## src/rtl/pq_request_sequencer.sv

```systemverilog
// pq_request_sequencer
// Front-end sequencer for the register-tree priority queue. Enqueue requests
// are buffered in a small FIFO, dequeue requests set a one-deep pending bit,
// and an IDLE/ISSUE/SETTLE FSM issues at most one queue operation per slot,
// followed by SETTLE_CYCLES idle cycles so the queue can restore heap order.
//
// Optional feature: define PQ_REQUEST_SEQUENCER_REPLACE_EN to merge a pending
// dequeue and a buffered enqueue into one REPLACE (write and read strobes
// together). Without it READ wins and the write follows in a later slot.
//
// Ports:
//   i_CLK, i_RST                 clock, synchronous active-high reset
//   i_enq_valid/o_enq_ready      enqueue handshake, key on i_enq_data
//   i_deq_valid/o_deq_ready      dequeue (pop max) handshake
//   o_resp_valid/i_resp_ready    registered response, key on o_resp_data
//   o_pq_wrt/o_pq_read/o_pq_data downstream strobes and write data
//   i_pq_full/i_pq_empty         downstream status
//   i_pq_data                    downstream root (current maximum)
//   o_count                      tracked downstream occupancy
//   o_zero_drop                  sticky: a zero key was discarded
module pq_request_sequencer #(
    parameter int DATA_WIDTH     = 16,
    parameter int QUEUE_SIZE     = 3,
    parameter int ENQ_FIFO_DEPTH = 4,
    parameter int SETTLE_CYCLES  = 2
) (
    input  logic                            i_CLK,
    input  logic                            i_RST,
    input  logic                            i_enq_valid,
    output logic                            o_enq_ready,
    input  logic [DATA_WIDTH-1:0]           i_enq_data,
    input  logic                            i_deq_valid,
    output logic                            o_deq_ready,
    output logic                            o_resp_valid,
    input  logic                            i_resp_ready,
    output logic [DATA_WIDTH-1:0]           o_resp_data,
    output logic                            o_pq_wrt,
    output logic                            o_pq_read,
    output logic [DATA_WIDTH-1:0]           o_pq_data,
    input  logic                            i_pq_full,
    input  logic                            i_pq_empty,
    input  logic [DATA_WIDTH-1:0]           i_pq_data,
    output logic [$clog2(QUEUE_SIZE+1)-1:0] o_count,
    output logic                            o_zero_drop
);

    localparam int CNT_W  = $clog2(QUEUE_SIZE + 1);
    localparam int PTR_W  = $clog2(ENQ_FIFO_DEPTH);
    localparam int FCNT_W = $clog2(ENQ_FIFO_DEPTH + 1);
    localparam int SET_W  = (SETTLE_CYCLES > 1) ? $clog2(SETTLE_CYCLES) : 1;

`ifdef PQ_REQUEST_SEQUENCER_REPLACE_EN
    localparam bit REPLACE_EN = 1'b1;
`else
    localparam bit REPLACE_EN = 1'b0;
`endif

    typedef enum logic [1:0] {ST_IDLE = 2'd0, ST_ISSUE = 2'd1, ST_SETTLE = 2'd2} state_t;
    typedef enum logic [1:0] {OP_WRITE = 2'd0, OP_READ = 2'd1, OP_REPLACE = 2'd2} op_t;

    state_t                  state_q;
    op_t                     op_q;
    logic [DATA_WIDTH-1:0]   mem_q [ENQ_FIFO_DEPTH];
    logic [PTR_W-1:0]        wr_ptr_q, rd_ptr_q;
    logic [FCNT_W-1:0]       fifo_cnt_q, fifo_cnt_d;
    logic                    pend_q, pend_d;
    logic                    resp_valid_q, resp_valid_d;
    logic [DATA_WIDTH-1:0]   resp_data_q;
    logic                    enq_ready_q, enq_ready_d;
    logic                    deq_ready_q, deq_ready_d;
    logic                    wrt_q, read_q;
    logic [DATA_WIDTH-1:0]   pq_data_q;
    logic [CNT_W-1:0]        count_q;
    logic                    zero_drop_q;
    logic [SET_W-1:0]        settle_q;

    logic enq_fire_s, push_s, deq_fire_s, resp_fire_s;
    logic pop_s, capture_s, fifo_ne_s, can_take_s;

    assign enq_fire_s  = i_enq_valid && enq_ready_q;
    assign push_s      = enq_fire_s && (i_enq_data != DATA_WIDTH'(0));
    assign deq_fire_s  = i_deq_valid && deq_ready_q;
    assign resp_fire_s = resp_valid_q && i_resp_ready;
    // The FIFO head leaves only when the issued op actually wrote it downstream.
    assign pop_s       = (state_q == ST_ISSUE) && (op_q != OP_READ);
    // READ and REPLACE both return the old root during the issue cycle.
    assign capture_s   = (state_q == ST_ISSUE) && (op_q != OP_WRITE);
    assign fifo_ne_s   = (fifo_cnt_q != FCNT_W'(0));
    // A pop of the maximum needs a requester, a free response slot and data.
    assign can_take_s  = pend_q && !resp_valid_q && !i_pq_empty;

    // Next-state for FIFO occupancy, pending bit, response valid and the ready outputs.
    always_comb begin
        fifo_cnt_d = fifo_cnt_q + FCNT_W'(push_s) - FCNT_W'(pop_s);
        if (capture_s) begin
            pend_d = 1'b0;
        end else if (deq_fire_s) begin
            pend_d = 1'b1;
        end else begin
            pend_d = pend_q;
        end
        if (capture_s) begin
            resp_valid_d = 1'b1;
        end else if (resp_fire_s) begin
            resp_valid_d = 1'b0;
        end else begin
            resp_valid_d = resp_valid_q;
        end
        // Readies are registered, so they are computed from post-edge state.
        enq_ready_d = (fifo_cnt_d != FCNT_W'(ENQ_FIFO_DEPTH));
        deq_ready_d = !pend_d && !resp_valid_d;
    end

    // Sequencer FSM, FIFO storage, occupancy tracking and registered outputs.
    always_ff @(posedge i_CLK) begin
        if (i_RST) begin
            state_q      <= ST_IDLE;
            op_q         <= OP_WRITE;
            wr_ptr_q     <= PTR_W'(0);
            rd_ptr_q     <= PTR_W'(0);
            fifo_cnt_q   <= FCNT_W'(0);
            pend_q       <= 1'b0;
            resp_valid_q <= 1'b0;
            resp_data_q  <= DATA_WIDTH'(0);
            enq_ready_q  <= 1'b0;
            deq_ready_q  <= 1'b0;
            wrt_q        <= 1'b0;
            read_q       <= 1'b0;
            pq_data_q    <= DATA_WIDTH'(0);
            count_q      <= CNT_W'(0);
            zero_drop_q  <= 1'b0;
            settle_q     <= SET_W'(0);
        end else begin
            fifo_cnt_q   <= fifo_cnt_d;
            pend_q       <= pend_d;
            resp_valid_q <= resp_valid_d;
            enq_ready_q  <= enq_ready_d;
            deq_ready_q  <= deq_ready_d;
            if (push_s) begin
                mem_q[wr_ptr_q] <= i_enq_data;
                wr_ptr_q        <= wr_ptr_q + PTR_W'(1);
            end
            if (pop_s) begin
                rd_ptr_q <= rd_ptr_q + PTR_W'(1);
            end
            // Zero is the queue's empty-slot marker, so such keys are dropped.
            if (enq_fire_s && (i_enq_data == DATA_WIDTH'(0))) begin
                zero_drop_q <= 1'b1;
            end
            if (capture_s) begin
                resp_data_q <= i_pq_data;
            end
            case (state_q)
                ST_IDLE: begin
                    if (REPLACE_EN && can_take_s && fifo_ne_s) begin
                        op_q      <= OP_REPLACE;
                        wrt_q     <= 1'b1;
                        read_q    <= 1'b1;
                        pq_data_q <= mem_q[rd_ptr_q];
                        state_q   <= ST_ISSUE;
                    end else if (can_take_s) begin
                        op_q      <= OP_READ;
                        read_q    <= 1'b1;
                        state_q   <= ST_ISSUE;
                    end else if (fifo_ne_s && !i_pq_full) begin
                        op_q      <= OP_WRITE;
                        wrt_q     <= 1'b1;
                        pq_data_q <= mem_q[rd_ptr_q];
                        state_q   <= ST_ISSUE;
                    end else begin
                        state_q   <= ST_IDLE;
                    end
                end
                ST_ISSUE: begin
                    wrt_q     <= 1'b0;
                    read_q    <= 1'b0;
                    pq_data_q <= DATA_WIDTH'(0);
                    case (op_q)
                        OP_WRITE: begin
                            if (count_q != CNT_W'(QUEUE_SIZE)) begin
                                count_q <= count_q + CNT_W'(1);
                            end
                        end
                        OP_READ: begin
                            if (count_q != CNT_W'(0)) begin
                                count_q <= count_q - CNT_W'(1);
                            end
                        end
                        default: begin
                            count_q <= count_q;
                        end
                    endcase
                    settle_q <= SET_W'(SETTLE_CYCLES - 1);
                    state_q  <= ST_SETTLE;
                end
                ST_SETTLE: begin
                    if (settle_q == SET_W'(0)) begin
                        state_q <= ST_IDLE;
                    end else begin
                        settle_q <= settle_q - SET_W'(1);
                    end
                end
                default: begin
                    wrt_q     <= 1'b0;
                    read_q    <= 1'b0;
                    pq_data_q <= DATA_WIDTH'(0);
                    state_q   <= ST_IDLE;
                end
            endcase
        end
    end

    assign o_enq_ready  = enq_ready_q;
    assign o_deq_ready  = deq_ready_q;
    assign o_resp_valid = resp_valid_q;
    assign o_resp_data  = resp_data_q;
    assign o_pq_wrt     = wrt_q;
    assign o_pq_read    = read_q;
    assign o_pq_data    = pq_data_q;
    assign o_count      = count_q;
    assign o_zero_drop  = zero_drop_q;

endmodule

```

## config.mk

```make
export PLATFORM = sky130hd
export DESIGN_NAME = pq_request_sequencer
export DESIGN_NICKNAME = d
export VERILOG_FILES = /design/src/rtl/pq_request_sequencer.sv
export SDC_FILE = /design/constraint.sdc
export NUM_CORES = 1
export LEC_CHECK = 0
export ABC_AREA = 1
export BUFFER_PORTS_ARGS = -buffer_cell sky130_fd_sc_hd__buf_2
export CAP_MARGIN = 15
export CORE_ASPECT_RATIO = 1.4
export CORE_MARGIN = 3
export CORE_UTILIZATION = 51
export DETAILED_ROUTE_END_ITERATION = 8
export PLACE_DENSITY = 0.72
export SETUP_SLACK_MARGIN = 0.15
export SYNTH_ARGS = -nofsm -noshare
export SYNTH_HDL_FRONTEND = slang
export SYNTH_SLANG_ARGS = --single-unit
```

## constraint.sdc

```tcl
create_clock -name i_CLK -period 2.4 [get_ports i_CLK]
set_clock_uncertainty 0.15 [all_clocks]
set_input_delay 0 -clock i_CLK [delete_from_list [all_inputs] [get_ports i_CLK]]
set_output_delay 0 -clock i_CLK [all_outputs]
set_load 0.005 [all_outputs]
```

==> qor.csv, run 1 <==
metric,value,unit
reg2reg_from,state_q[1],
dr.pass1.iters,4,
synth_edf_count,64,
critPathArrivalTime,2.28,ns
leakage,0.00294,uW
cp_common_cell,ha_4,
grt_pass1_vias,3982,
wirelength,11700,um
gp_congestion,0.754,
slew_headroom,0.495,
synthesis.area,5130,um^2
place_area,5630,um^2
ir_drop,673,uV
grt_start_max_net_pins,33,
reg2reg_depth,10,
synth_top_area_share,0.374,
fp.coreArea,9620,um^2
vias_per_cell,4.94,
start_kind,flip-flop,
timing.fmax,467,MHz
synth_cell_types,33,
yosysSeqAreaShare,0.585,
route.detailed.wl_per_inst,14.5,um
cts_root_buffer,clkbuf_16,
die_y,125,um
synth-seq-cells,118,
worst-path-buf-inv,3,
grt_pass1_wl,18800,um
final_max_slew_viol_count,0,
synth_most_common_cell,nand2_1,
status,"complete, no violations",
numPortBuffers,78,
cp-end-kind,flip-flop,
setup.worst_path.start,state_q[1],
initial_utilization,0.534,
min_path_type,in2reg,
critical_path_required,2.54,ns
fin_crit,2.14,ns
rsz0062_at_grt,no,
post-route-drc-count,0,
final.fill_count,709,
worstSetupPathType,reg2reg,
hold_depth,7,
crit_fanout,4,
fin_crit_sh,0.893,
critPathCapture,fifo_cnt_q[2],
cts_buffer_depth,2,
diodes,0,
synth.area.top_cells,"edfxtp_1, dfxtp_1, nand2_1, inv_1, nand3_1",
critPathMaxStageDelay,0.38,ns
path_clk_slew,0.05,ns
syn_nets,588,
yosys_warnings,0,
ys.flop_type,edfxtp_1,
hold_violations,0,
synth_area_per_cell,9.54,um^2
vias,4000,
synthCells,538,
setup_viol_count_final,0,
grt.total_usage,0.213,
crit_cells,10,
num-nets-final,715,
cts_tree,built,
drtIter0Drc,309,
setup_ws,0.258,ns
dieWidth,90.8,um
layout-drive-gt1-share,0.267,
dp_slack,0.113,ns
place_hpwl,7010,um
worst_pin_slew,0.757,ns
design_area,6690,um^2
dieArea,11300,um^2
synthTopCellsByCount,"nand2_1, inv_1, edfxtp_1, nor2_1, dfxtp_1",
synth-async-reset-ratio,0,
power.density,929,nW/um^2
cp_top_family,adder cells,
crit_slowest_cell,fa_2,
std_cell_rows,42,
overflow,0,
clk-insertion-delay-late,0.41,ns
cts_made_buffers,17,
cp_cell_sequence,"inv_2, ha_4, inv_4, nor2_4, ha_4, inv_1, ha_2, fa_2, xor2_2, and2_1",
antenna_left,0,
antenna_found_initial,0,
r2r_slack,0.26,ns
ios,79,
clock_sinks,118,
yosys.area.top_type,edfxtp_1,
syn2layout_area_growth,30.3,%
cap_violations,0,
reg2reg_to,fifo_cnt_q[2],
htree_num_levels,4,
layer usage:
| metal | GRT usage | part of all wire |
|---|---|---|
| met1 | 0.234 | 0.38 |
| met2 | 0.378 | 0.54 |
| met3 | 0.0520 | 0.048 |
| met4 | 0.111 | 0.032 |
| met5 | 0 | 0 |
tightest hold or removal path: stages:
cell and delay [ns]:
buf_2 0.08, nor2_1 0.05, nand2_1 0.08, nor2_2 0.05
nand2_2 0.09, a21oi_1 0.07, nor2_1 0.10
through the flow:
stage | instances | hold slack (ns) | TNS (ns) | total power, uW | util
global placement | 735 | 0.0706 | 0 | 3700 | 0.585
global route | 810 | 0.0847 | 0 | 6540 | 0.696
floorplan | 538 | -0.0739 | -2.60 | 3430 | -
CTS | 806 | 0.0148 | 0 | 6180 | 0.686
detailed placement | 735 | 0.0822 | 0 | 3740 | 0.585
finish | 810 | 0.00973 | 0 | 6220 | 0.696
flip-flops by register name (all words and copies together) (netlist names), 2 cells and up, named ones only:
register,count
fifo_cnt_q,3
mem_q,64
o_count,2
o_pq_data,16
o_resp_data,16
rd_ptr_q,2
state_q,2
wr_ptr_q,2
power by group:
group | internal (uW) | total [uW] | switching, uW | leakage, uW
Sequential | 2330 | 2450 | 120 | 0.00102
Clock | 1580 | 2380 | 794 | 0.000282
Combinational | 531 | 1390 | 862 | 0.00164
Total | 4440 | 6220 | 1780 | 0.00294
worst min-delay path by stage:
stage,end,from,slack (ns)
2_1_floorplan,o_deq_ready,i_RST,-0.07
4_1_cts,wr_ptr_q[1],i_enq_data[1],0.01
5_1_grt,wr_ptr_q[1],i_enq_data[13],0.08
3_5_place_dp,mem_q[2][6],i_enq_data[6],0.08
6_report,wr_ptr_q[1],i_enq_data[1],0.01
3_3_place_gp,mem_q[3][12],i_enq_data[12],0.07
repair_timing:
action	4_1_cts	5_1_grt
cloned	0	0
resized for setup	4	15
setup endpoints to repair	2	3
endpoints found under the hold margin	108	4
setup buffers	0	3
pin swaps	0	3
hold buffers	39	1
cell families after synthesis:
logic type / share of synthesized area
AO/OA/AOI/OAI: 0.0587
adder cells (fa/ha/maj): 0.0283
buffers and inverters: 0.0970
flip-flops: 0.585
AND/OR/NAND/NOR: 0.226
XOR/XNOR: 0.00512
final cells by class:
type                            count  area [um^2]  share of cell area
Clock buffer                       29          531              0.0793
Timing Repair Buffer              130          886               0.132
Tap cell                          132          165              0.0247
Clock inverter                      3         40.0             0.00599
Sequential cell                   118         3010               0.449
Multi-Input combinational cell    305         1710               0.255
Inverter                           93          354              0.0529
cell usage in the layout (no fill, tap or decap), types with 10 or more instances in the layout:
| cell | instances |
|---|---|
| nand2_1 | 96 |
| inv_1 | 80 |
| buf_2 | 77 |
| edfxtp_1 | 64 |
| nor2_1 | 53 |
| dfxtp_1 | 52 |
| nand3_1 | 51 |
| dlygate4sd3_1 | 39 |
| nand3_2 | 19 |
| o21ai_1 | 17 |
| a21oi_1 | 17 |
| clkbuf_16 | 17 |
| buf_4 | 13 |
| inv_2 | 11 |
| a21oi_2 | 10 |
No activity file was read; power rests on OpenSTA's default activity.
==> run 2, diff against run 1 <==
--- a/config.mk
+++ b/config.mk
@@ -12,6 +12,7 @@
 export CORE_MARGIN = 3
 export CORE_UTILIZATION = 51
 export DETAILED_ROUTE_END_ITERATION = 8
+export GPL_TIMING_DRIVEN = 0
 export PLACE_DENSITY = 0.72
 export SETUP_SLACK_MARGIN = 0.15
 export SYNTH_ARGS = -nofsm -noshare
==> qor.csv, run 2 (synthesized netlist as in run 1, its figures left out) <==
metric,value,unit
p_sw,1890,uW
antenna_found_initial,0,
numPortBuffers,78,
top_usage_layer,met2,
critPathMaxStageDelay,0.44,ns
fin_crit_sh,0.895,
cap_violations,0,
gp_congestion,0.731,
post-route-drc-count,0,
final_max_slew_viol_count,0,
path_clk_slew,0.05,ns
num-nets-final,735,
cp-end-kind,flip-flop,
final_cell_mix,"nand2_1, buf_2, inv_1",
fin_crit,2.15,ns
critical_path_required,2.55,ns
cts_tree,built,
grtUsageMet3,0.0580,
total_power,6630,uW
place_hpwl,8080,um
cp_common_cell,ha_4,
die_y,125,um
cp_cell_sequence,"inv_4, ha_4, inv_4, nor2_4, ha_4, inv_2, ha_4, fa_2, nor2_1, nand2_1, nand2_1, inv_1",
syn2layout_area_growth,34.6,%
grt_start_max_net_pins,17,
p_sw_frac,0.285,
crit_slowest_cell,fa_2,
reg2reg_from,state_q[1],
vias_per_cell,4.99,
cts_root_buffer,clkbuf_16,
final_common_cell,nand2_1,
setup_viol_count_final,0,
rsz0062_at_grt,yes,
fin_cells,830,
start_kind,flip-flop,
leakage,0.00305,uW
grt.total_usage,0.230,
overflow,0,
dieArea,11300,um^2
grt_pass1_wl,20500,um
critPathArrivalTime,2.30,ns
grt_util_met2,0.421,
crit_fanout,4,
clock_sinks,118,
largest_register_ffs,64,
grt_pass1_vias,4314,
design_area,6910,um^2
pwr-share-seq,0.370,
slew_headroom,0.369,
dr.pass1.iters,4,
hold_violations,0,
std_cell_rows,42,
drtIter0Drc,203,
top_register,mem_q,
p_clk_frac,0.396,
ir_drop,651,uV
route.detailed.wl_per_inst,15.1,um
place_area,5760,um^2
initial_utilization,0.534,
diodes,0,
layout-drive-gt1-share,0.284,
clk-insertion-delay-late,0.41,ns
final.fill_count,680,
cts_buffer_depth,2,
worstHoldStart,i_enq_data[2],
htree_num_levels,4,
timing.fmax,466,MHz
antenna_left,0,
worst_pin_slew,0.942,ns
dieWidth,90.8,um
worstSetupPathType,reg2reg,
grt_util_met1,0.245,
setup.worst_path.start,state_q[1],
vias,4143,
r2r_slack,0.25,ns
p_int,4740,uW
min_path_type,in2reg,
p_comb_frac,0.235,
status,"complete, no violations",
ios,79,
cts_made_buffers,17,
power.density,959,nW/um^2
wirelength,12500,um
dp_cells,752,
fp.coreArea,9620,um^2
[run 2: cell types whose count changed in the layout (fill, tap and decap cells not counted), sizes merged]
cell,previous run,this run
buf,90,106
clkbuf,29,30
clkinv,2,4
dlygate4sd3,39,41
dlymetal6s4s,1,0
[run 2: worst max-delay path: cells and delay by family, from the launching register on]
family / cells / cell delay [ns]
DFF: 1 / 0.35
buffers and inverters: 4 / 0.21
adders and majority gates: 4 / 0.93
and+or+nand+nor: 4 / 0.39
[run 2: worst paths after layout]
kind	to	cells past startpoint
max	o_enq_ready	12
max reg2reg	o_enq_ready	12
min	wr_ptr_q[0]	7
min reg2reg	o_zero_drop	2
[run 2: final cells by class]
| cell class | instances | area, um^2 | share of cell area |
|---|---|---|---|
| Buffer | 22 | 146 | 0.0212 |
| Clock buffer | 27 | 588 | 0.0851 |
| Clock inverter | 5 | 50.0 | 0.00724 |
| Inverter | 93 | 357 | 0.0516 |
| Multi-Input combinational cell | 305 | 1710 | 0.247 |
| Sequential cell | 118 | 3010 | 0.435 |
| Tap cell | 132 | 165 | 0.0239 |
| Timing Repair Buffer | 128 | 887 | 0.128 |
[run 2: per-stage QoR]
step	hold slack [ns]	utilization	setup WS, ns	TNS (ns)
floorplan	-0.0739	-	-0.0406	-2.60
global placement	0.0772	0.592	-1.03	-60.77
detailed placement	0.0832	0.599	-0.0335	-0.0335
CTS	0.0305	0.710	0.175	0
global route	0.0870	0.719	0.134	0
finish	0.0320	0.719	0.253	0
[run 2: power groups by stage]
stage          combinational (uW)  clock (uW)  sequential [uW]
2_1_floorplan                 972           0             2460
3_3_place_gp                 1330           0             2470
3_5_place_dp                 1380           0             2470
4_1_cts                      1470        2640             2440
5_1_grt                      1720        2740             2460
6_report                     1550        2620             2450
[run 2: per-layer routing]
metal / up-vias / wire length [um]
met5: - / 0
met2: 114 / 6880
met3: 39 / 649
li1: 2019 / -
met4: 0 / 407
met1: 1971 / 4600
[run 2: timing repair]
| action | CTS | global route |
|---|---|---|
| resized for setup | 7 | 11 |
| buffers inserted | 0 | 5 |
| hold buffers | 41 | 0 |
| pin swaps | 0 | 4 |
| endpoints found under the setup margin | 10 | 16 |
| endpoints found under the hold margin | 106 | 0 |
